**src/rtl/ins_line_fill.sv**
```systemverilog
// rtl/ins_line_fill.sv - instruction line fill unit (optional pending-request slot: ILF_PENDING_EN)
module ins_line_fill #(
    parameter int LS_QW_W = 14,
    parameter int PC_W    = 8
) (
    input  logic               clk,
    input  logic               reset,
    input  logic               read_enable,
    input  logic [PC_W-1:0]    line_addr,
    output logic [0:15][0:31]  ins_cache,
    output logic               line_valid,
    output logic               line_done,
    output logic               busy,
    output logic               ls_req,
    output logic [LS_QW_W-1:0] ls_addr,
    input  logic               ls_gnt,
    input  logic               ls_rvalid,
    input  logic [0:127]       ls_rdata
);
    localparam int LA_W = PC_W - 2;

    typedef enum logic {IDLE, FILL} state_t;

    state_t             state, state_next;
    logic [2:0]         issue_cnt, rsp_cnt;
    logic [LS_QW_W-1:0] base_qw;
    logic [LA_W-1:0]    loaded_addr, fill_addr;
    logic [0:11][0:31]  shadow;

    logic [LA_W-1:0]    req_line, restart_addr, load_addr;
    logic               start, restart, load, issue, beat, commit;
    logic               addr_lsb_unused;

    assign req_line        = line_addr[PC_W-1:2];
    assign addr_lsb_unused = ^line_addr[1:0];

    assign busy    = (state == FILL);
    assign ls_req  = (state == FILL) && (issue_cnt < 3'd4);
    assign ls_addr = ls_req ? base_qw + LS_QW_W'(issue_cnt) : '0;

    // A held request for the line already on display must never refetch.
    assign start  = (state == IDLE) && read_enable && (!line_valid || req_line != loaded_addr);
    assign issue  = ls_req && ls_gnt;
    assign beat   = (state == FILL) && ls_rvalid && (rsp_cnt != 3'd4);
    assign commit = beat && (rsp_cnt == 3'd3);

`ifdef ILF_PENDING_EN
    logic            pend_valid;
    logic [LA_W-1:0] pend_addr;
    logic            new_pend;

    // A request arriving in the commit cycle itself still counts as pending.
    assign new_pend     = (state == FILL) && read_enable && (req_line != fill_addr);
    assign restart      = commit && (new_pend || pend_valid);
    assign restart_addr = new_pend ? req_line : pend_addr;

    always_ff @(posedge clk or negedge reset) begin
        if (!reset) begin
            pend_valid <= 1'b0;
            pend_addr  <= '0;
        end else if (commit) begin
            pend_valid <= 1'b0;
        end else if (new_pend) begin
            pend_valid <= 1'b1;
            pend_addr  <= req_line;
        end
    end
`else
    assign restart      = 1'b0;
    assign restart_addr = fill_addr;
`endif

    assign load      = start || restart;
    assign load_addr = start ? req_line : restart_addr;

    always_comb begin
        state_next = state;
        case (state)
            IDLE:    if (start) state_next = FILL;
            FILL:    if (commit && !restart) state_next = IDLE;
            default: state_next = IDLE;
        endcase
    end

    always_ff @(posedge clk or negedge reset) begin
        if (!reset) begin
            state       <= IDLE;
            issue_cnt   <= '0;
            rsp_cnt     <= '0;
            base_qw     <= '0;
            fill_addr   <= '0;
            loaded_addr <= '0;
            shadow      <= '0;
            ins_cache   <= '0;
            line_valid  <= 1'b0;
            line_done   <= 1'b0;
        end else begin
            state     <= state_next;
            line_done <= commit;

            if (load) begin
                base_qw   <= LS_QW_W'(load_addr);
                fill_addr <= load_addr;
                issue_cnt <= '0;
                rsp_cnt   <= '0;
            end else begin
                if (issue) issue_cnt <= issue_cnt + 3'd1;
                if (beat)  rsp_cnt   <= rsp_cnt + 3'd1;
            end

            if (beat && !commit) begin
                case (rsp_cnt[1:0])
                    2'd0:    shadow[0:3]  <= ls_rdata;
                    2'd1:    shadow[4:7]  <= ls_rdata;
                    default: shadow[8:11] <= ls_rdata;
                endcase
            end

            // The whole line swaps in one edge so fetch never sees a partial line.
            if (commit) begin
                ins_cache   <= {shadow, ls_rdata};
                line_valid  <= 1'b1;
                loaded_addr <= fill_addr;
            end
        end
    end
endmodule

```
**config.mk**
```make
export PLATFORM = sky130hd
export DESIGN_NAME = ins_line_fill
export DESIGN_NICKNAME = d
export VERILOG_FILES = /design/src/rtl/ins_line_fill.sv
export SDC_FILE = /design/constraint.sdc
export NUM_CORES = 1
export LEC_CHECK = 0
export CORE_UTILIZATION = 40
export DETAILED_ROUTE_END_ITERATION = 6
export MAX_ROUTING_LAYER = met4
export SYNTH_ARGS = -nofsm -noshare
export SYNTH_HDL_FRONTEND = slang
export SYNTH_SLANG_ARGS = --single-unit
export TNS_END_PERCENT = 100
```
**constraint.sdc**
```tcl
create_clock -name clk -period 4.4 [get_ports clk]
set_input_delay 0.66 -clock clk [delete_from_list [all_inputs] [get_ports clk]]
set_output_delay 0.66 -clock clk [all_outputs]
set_load 0.02 [all_outputs]
```
Word-level counts from Yosys, hierarchy flattened
Cells that the tools add are included.
{"block": "word_totals", "input_bits": 141, "out_inout_bits": 530, "ff_bits": 917, "elab_cells": 71}
{"block": "classes", "n_reduce_logical": 18, "n_bitwise": 2, "add_sub_neg": 3, "magnitude_cmp": 1, "muxes": 8, "n_eq_ne": 4}
{"operator": "2-to-1 mux 3 bit", "count": 4}
{"operator": "logical AND 1 bit", "count": 8}
{"operator": "adder 6 x 3 -> 7 bit", "count": 1}
{"operator": "2-to-1 mux 7 bit", "count": 1}
{"operator": "adder 3 x 1 -> 3 bit (second input constant)", "count": 2}
{"operator": "!= test 6 bit", "count": 1}
{"operator": "AND reduction 2 bit", "count": 3}
{"operator": "nonzero test 2 bit", "count": 2}
{"operator": "equality test 3 x 2 -> 1 bit (second input constant)", "count": 1}
{"operator": "< comparator 3 bit (second input constant)", "count": 1}
{"operator": "!= test 3 bit (second input constant)", "count": 1}
{"operator": "equality test 2 x 1 -> 1 bit (second input constant)", "count": 1}
{"operator": "zero test 1 bit", "count": 2}
{"operator": "zero test 2 bit", "count": 1}
{"operator": "2-to-1 mux 1 bit", "count": 2}
{"operator": "inverter 1 bit", "count": 2}
{"operator": "case mux 1 bit (2 select lines)", "count": 1}
{"operator": "OR reduction 2 bit", "count": 1}
{"operator": "logical OR 1 bit", "count": 1}

Longest topological paths before layout
Gate-level depths: netlist (run 1).
{"block": "logic_depth", "ltp_word": 6, "depth_mapped": 8, "ltp_nobuf": 7}

Worst setup path before layout (run 1)
OpenSTA, ideal clock, no wires.
{"block": "synth_timing", "kind": "flip-flop to output port", "from": "register issue_cnt[0]", "to": "output port ls_addr[4]", "slack_ps": 2101, "stages_incl_launch_ff": 8, "path_buffers": 0, "required_ps": 3740, "arrival_time_ps": 1639, "cell_sequence": "dfrtp_1 > ha_1 > inv_1 > fa_1 > nor2b_1 > o21ai_0 > xor2_1 > nor2_1"}
{"block": "synth_via", "elab_chain_len": 3}
{"element": "start: declaration", "line": "25", "text": "logic [2:0] issue_cnt, rsp_cnt;"}
{"element": "start signal: assignment", "line": "107", "text": "if (issue) issue_cnt <= issue_cnt + 3'd1;"}
{"element": "parallel branches: the longest is 2 deep, another holds adder 6 x 3 -> 7 bit"}
{"element": "2-to-1 mux 7 bit (*)", "line": "39", "text": "assign ls_addr = ls_req ? base_qw + LS_QW_W'(issue_cnt) : '0;"}
{"element": "end: declaration", "line": "15", "text": "output logic [LS_QW_W-1:0] ls_addr,"}
Every way passes the cells marked *.

Worst setup path after layout (run 1)
Same ends and word-level chain as after synthesis.

==> results of run 1 <==
-- worst paths after layout --
| path | startpoint | endpoint | slack, ns | depth (start not counted) |
|---|---|---|---|---|
| min in group clk | shadow[338]$_DFFE_PN0P_ | ins_cache[466]$_DFFE_PN0P_ | 0.47 | 1 |
| worst max register to register | rsp_cnt[0]$_DFFE_PN0P_ | shadow[326]$_DFFE_PN0P_ | 1.69 | 5 |
| worst min-delay path | reset | shadow[22]$_DFFE_PN0P_ | 0.09 | 1 |
| worst max-delay path | issue_cnt[0]$_DFFE_PN0P_ | ls_addr[4] | 0.77 | 8 |
| max in group asynchronous | reset | ins_cache[323]$_DFFE_PN0P_ | 3.11 | 3 |
| worst min register to register | shadow[338]$_DFFE_PN0P_ | ins_cache[466]$_DFFE_PN0P_ | 0.47 | 1 |
-- placed cells by master, fill, tap and decap left out, types with 2 or more instances in the layout --
| cell type | netlist | layout |
|---|---|---|
| dfrtp_1 | 917 | 917 |
| mux2_2 | 908 | 908 |
| clkdlybuf4s50_1 | 0 | 660 |
| clkbuf_16 | 0 | 100 |
| clkbuf_1 | 8 | 26 |
| buf_4 | 47 | 23 |
| clkbuf_8 | 0 | 21 |
| buf_12 | 0 | 20 |
| clkinv_2 | 0 | 17 |
| nor2_1 | 9 | 9 |
| inv_1 | 8 | 8 |
| ha_1 | 8 | 8 |
| conb_1 | 1 | 7 |
| bufinv_16 | 0 | 7 |
| xnor2_1 | 6 | 6 |
| nand2_1 | 5 | 4 |
| xor2_1 | 4 | 4 |
| diode_2 | 0 | 3 |
| o21ai_0 | 3 | 3 |
| a21oi_1 | 3 | 3 |
| nand2b_1 | 2 | 2 |
| a21o_1 | 2 | 2 |
| nor2b_1 | 2 | 2 |
| nand3_1 | 2 | 2 |
| inv_16 | 0 | 2 |
| inv_6 | 0 | 2 |
| clkinv_4 | 0 | 2 |
-- layout make-up --
cell class              count  area, sq um  share of cell area, %
flip-flops and latches    917        22900                   50.3
inverters                   9         41.3                 0.0905
clock buffers             147         2890                   6.33
well taps                1144         1430                   3.14
repair buffers            704         7190                   15.8
diodes                      3         7.51                 0.0164
clock inverters            33          424                  0.929
multi-input cells         975        10700                   23.5
-- registers in the layout, indices dropped and copies added (netlist names) --
signal       flops
ins_cache      512
busy             1
line_done        1
issue_cnt        3
rsp_cnt          3
line_valid       1
fill_addr        6
loaded_addr      6
shadow         384
-- layer usage --
| metal | global-route usage, % | up-vias |
|---|---|---|
| met5 | - | - |
| met4 | 6.52 | 0 |
| met3 | 5.66 | 115 |
| met2 | 33.9 | 474 |
| met1 | 23.4 | 10100 |
| li1 | - | 8481 |
-- cell families (layout without fill, tap and decap cells) --
family,Yosys count,after routing
other,1,10
buffers and inverters,115,893
xor gates and xnor gates,10,10
DFF,917,917
and+or+nand+nor,28,28
muxes,909,909
adders and majority gates,9,9
AOI/OAI and AO/OA,12,12
-- report_power, final --
part | total [uW] | switching (uW) | internal, uW
registers | 14800 | 2110 | 12600
clock network | 8330 | 3370 | 4970
logic | 15200 | 7100 | 8120
-- metrics by stage --
| step | hold WS [ns] | power [uW] | setup WS [ns] |
|---|---|---|---|
| 5_1_grt | 0.136 | 40300 | 0.561 |
| 2_1_floorplan | 0.364 | 23000 | 2.10 |
| 6_report | 0.0919 | 38300 | 0.768 |
| 3_3_place_gp | 0.478 | 29800 | 1.30 |
| 3_5_place_dp | 0.484 | 30300 | 1.24 |
| 4_1_cts | 0.110 | 38900 | 0.729 |
==> flow_summary.yaml, run 1 <==
outcome:
  status: "completed"
clock_network:
  clock-root-buffer: "clkbuf_16"
  cts_resized: 0
  clock_path_buffers: 3
  cts.clk_slew.worst_paths_ns: 0.06
  clk_latency_ns: 0.65
  postCtsSetupBuffers: 0
  cts_hold_buf: 0
  h-tree-depth: 3
  cts_tree: "built"
  cts_buffers: 99
  cts_sinks: 917
critical_path:
  slowest_delay_ns: 0.62
  crit_buf_inv: 2
  critPathLaunchType: "flop"
  crit_family: "buffers and inverters"
  worstPathMaxFanout: 3
  arrival_ns: 2.97
  cp.required_ns: 3.74
  critPathSlowestCell: "clkdlybuf4s50_1"
  path_cells: "ha_1, inv_1, fa_1, nor2b_1, o21ai_0, xor2_1, nor2_1, clkdlybuf4s50_1"
  crit_type: "reg2out"
  worstSetupEndpointType: "primary output"
floorplanning:
  die_w_um: 295
  num_rows: 107
  pin_count: 671
  start_util_pct: 40.4
  die_h_um: 295
  dieArea_sq_um: 87300
  core_area_sq_um: 85300
yosys:
  ys.flop_type: "dfrtp_1"
  syn_inst: 2001
  synth-seq-area-share_pct: 66.6
  muxShareOfSynthArea_pct: 29.7
  ys_warn_count: 0
  synth.avg_cell_area_sq_um: 17.2
  synth_compound_area_share_pct: 0.247
  synth_top_cell_by_area: "dfrtp_1"
  ys_async_sr_fraction_pct: 100
  synth_xor_area_share_pct: 0.254
  synth-seq-cells: 917
  synth_common_cells: "dfrtp_1 (917), mux2_2 (908), buf_4 (47)"
  synth_top_area_share_pct: 66.6
  synth_edf_count: 0
  synth_area_leaders: "dfrtp_1 (67%), mux2_2 (30%), buf_4 (1.0%)"
  synth_cell_type_count: 35
  synth_most_common_cell: "dfrtp_1"
  synth_top_family_by_area: "multiplexers"
  syn-cell-area_sq_um: 34400
  yosys.area_share.simple_pct: 0.425
  synth_fa_ha_area_share_pct: 0.349
timing:
  post-route-period-util_pct: 82.5
  final-hold-violation-count: 0
  fin_tns_setup_ns: 0
  relSlewSlack_pct: 33.3
  fmax_mhz: 275
  setup_violations: 0
  rsz0062_at_grt: "no"
  skew_ns: 0.0328
  worst_slew_pin_slew_ns: 1.00
  period_minus_slack_ns: 3.63
  slew_viol_final: 0
drt:
  totalWireLength_um: 86100
  routedWlPerCell_um: 21.9
  dr_wl_met3_um: 5870
  route.met2.wl_um: 44200
  wl_met1_um: 33700
  route.detailed.drc: 0
  ant_nets: 0
  first_iter_violations: 587
  vias: 19200
  routed_via_density: 4.88
  drt_first_pass_iters: 4
  top_layer_used: "met4"
global_route:
  antenna_found_initial: 3
  track_usage_pct: 20.2
  grt-ovfl-total: 0
  grt_pass1_wl_um: 130000
  grt_pass1_vias: 20700
  grt_start_max_net_pins: 107
placed_design:
  hpwl_um: 58800
  place_area_sq_um: 42300
  dpl.cell_count: 3749
  place_congestion: 0.807
  io_buffers: 661
final_layout:
  synthToLayoutAreaGrowth_pct: 32.5
  nets: 2856
  drive_above_1_share_pct: 39.9
  final_core_util_pct: 53.5
  fin_cells: 3932
  n_fill_cell: 6971
  fin_area_sq_um: 45600
hold_path:
  hold_path_class: "in2async"
run:
  cap_viol_max_count: 0
pwr:
  p_leak_uw: 0.0197
  power.density_nw_per_um2: 839
  ir_drop_v: 0.000516
No activity file was read; power rests on OpenSTA's default activity.
==> inputs of run 2 (changes only) <==
clock period = 3.4 ns   (was 4.4 ns; I/O delays follow)
==> run 2 against run 1 <==
Hold slack better by 0.34 ns. Register-to-register slack worse by 0.83 ns. Sequential power is 29% higher. Sequential share of layout area is 0.10 points lower. Utilization is 0.11 points higher. Clock power is 25% higher. Power is 29% higher. Worst setup slack worse by 0.63 ns. Global-route usage is 0.053 points higher. Die area stayed put. Critical endpoint is now ls_addr[5]. Largest power group unchanged. Highest routed layer unchanged.
==> flow_summary.yaml, run 2 (synthesis results as in run 1) <==
timing:
  slew_viol_final: 0
  skew_ns: 0.0478
  rsz0062_at_grt: "no"
  setup_violations: 0
  period_minus_slack_ns: 3.26
  fin_tns_setup_ns: 0
  relSlewSlack_pct: 54.3
  worst_slew_pin_slew_ns: 0.686
  fmax_mhz: 307
  post-route-period-util_pct: 95.9
  final-hold-violation-count: 0
final_layout:
  drive_above_1_share_pct: 40.0
  layout_common_cells: "dfrtp_1 (917), mux2_2 (908), clkdlybuf4s50_1 (658)"
  largest_reg_flops: 512
  final_core_util_pct: 53.6
  n_fill_cell: 6957
  nets: 2871
  top_regs: "ins_cache x512, shadow x384"
  layout_commonest_cell: "dfrtp_1"
  multi_input_area_sq_um: 10700
  synthToLayoutAreaGrowth_pct: 32.8
  regArea_sq_um: 22900
  regMostFlops: "ins_cache"
critical_path:
  slowest_delay_ns: 0.64
  cpMostUsedCell: "a21oi_1"
  critPathLaunchType: "flop"
  cp.required_ns: 2.89
  crit_buf_inv: 1
  crit_type: "reg2out"
  worstPathMaxFanout: 4
  worstSetupEndpointType: "primary output"
  crit_family: "compound AO/OA/AOI/OAI gates"
  path_cells: "ha_1, a21o_1, a21oi_1, o21ai_0, a21oi_1, clkdlybuf4s50_1"
  critPathSlowestCell: "clkdlybuf4s50_1"
  arrival_ns: 2.75
pwr:
  ir_drop_v: 0.000626
  p_leak_uw: 0.0197
  power.density_nw_per_um2: 1080
floorplanning:
  start_util_pct: 40.4
  num_rows: 107
  dieArea_sq_um: 87300
  die_h_um: 295
  core_area_sq_um: 85300
  die_w_um: 295
  pin_count: 671
hold_path:
  hold_path_class: "in2async"
placed_design:
  io_buffers: 661
  place_congestion: 0.815
  hpwl_um: 59300
outcome:
  status: "completed"
clock_network:
  clock_path_buffers: 3
  clk_latency_ns: 0.65
  h-tree-depth: 3
  cts.clk_slew.worst_paths_ns: 0.06
  cts_tree: "built"
  clock-root-buffer: "clkbuf_16"
  cts_sinks: 917
  cts_buffers: 97
  postCtsSetupBuffers: 0
drt:
  drt_first_pass_iters: 4
  first_iter_violations: 604
  top_layer_used: "met4"
  totalWireLength_um: 85700
  wl_met1_um: 33300
  routedWlPerCell_um: 21.8
  route.detailed.drc: 0
  routed_via_density: 4.89
  dr_wl_met3_um: 6050
  route.met2.wl_um: 44200
  vias: 19300
  ant_nets: 0
global_route:
  grt_pass1_vias: 21300
  grt_start_max_net_pins: 123
  antenna_found_initial: 2
  track_usage_pct: 20.3
  grt-ovfl-total: 0
  grt_pass1_wl_um: 131000
run:
  cap_viol_max_count: 0
[run 2: changes by cell type in the layout (fill, tap and decap cells not counted), sizes merged]
cell,before,now
buf,44,60
clkinv,21,16
bufinv,7,4
clkbuf,147,144
clkdlybuf4s50,660,658
clkinvlp,1,0
diode,3,2
dlygate4sd2,0,1
dlygate4sd3,0,1
dlymetal6s2s,0,1
[run 2: worst register-to-register path: stages (launching register included)]
cell     delay, ns
dfrtp_1       0.42
ha_1          0.22
ha_1          0.24
or4b_4        0.72
buf_12        0.29
mux2_2        0.48
[run 2: through the flow]
| stage | cell area (sq um) | setup slack, ns | std cells | power, uW | hold slack [ns] |
|---|---|---|---|---|---|
| 2_1_floorplan | 34500 | 1.25 | 2007 | 29700 | 0.214 |
| 3_3_place_gp | 42600 | 0.664 | 3765 | 38600 | 0.475 |
| 3_5_place_dp | 42600 | 0.666 | 3765 | 39300 | 0.487 |
| 4_1_cts | 45700 | 0.116 | 3934 | 49900 | 0.428 |
| 5_1_grt | 45700 | 0.00368 | 3936 | 51900 | 0.467 |
| 6_report | 45700 | 0.140 | 3936 | 49200 | 0.434 |
[run 2: power breakdown]
part | internal (uW) | switching [uW] | leakage (uW)
clock | 6080 | 4300 | 0.00155
combinational | 10600 | 9200 | 0.00706
sequential | 16400 | 2740 | 0.0111
[run 2: repair_timing]
item,4_1_cts,5_1_grt
gates resized for setup,1,1
hold endpoints to repair,71,0
endpoints found under the setup margin,1,1
hold buffers,1,0
[run 2: worst paths after layout]
check | startpoint | cells after the start | slack [ns] | endpoint
hold reg to reg | shadow[205]$_DFFE_PN0P_ | 1 | 0.48 | ins_cache[333]$_DFFE_PN0P_
setup / recovery | issue_cnt[1]$_DFFE_PN0P_ | 6 | 0.14 | ls_addr[5]
setup reg to reg | rsp_cnt[0]$_DFFE_PN0P_ | 5 | 0.86 | shadow[336]$_DFFE_PN0P_
min in group clk | shadow[205]$_DFFE_PN0P_ | 1 | 0.48 | ins_cache[333]$_DFFE_PN0P_
hold / removal | reset | 2 | 0.43 | ins_cache[150]$_DFFE_PN0P_
max in group asynchronous | reset | 4 | 1.79 | shadow[80]$_DFFE_PN0P_
[run 2: routing by layer]
metal,track usage [%],vias to the layer above
li1,-,8515
met5,-,-
met3,5.87,127
met1,23.3,10100
met2,34.2,487
met4,6.26,0
[run 2: cell type report]
class,instances,share of cell area [%]
clock buffer,144,6.20
multi-input combinational,975,23.4
antenna,2,0.0109
tap,1144,3.13
clock inverter,24,0.689
sequential,917,50.2
timing repair buffer,721,16.3
inverter,9,0.0903
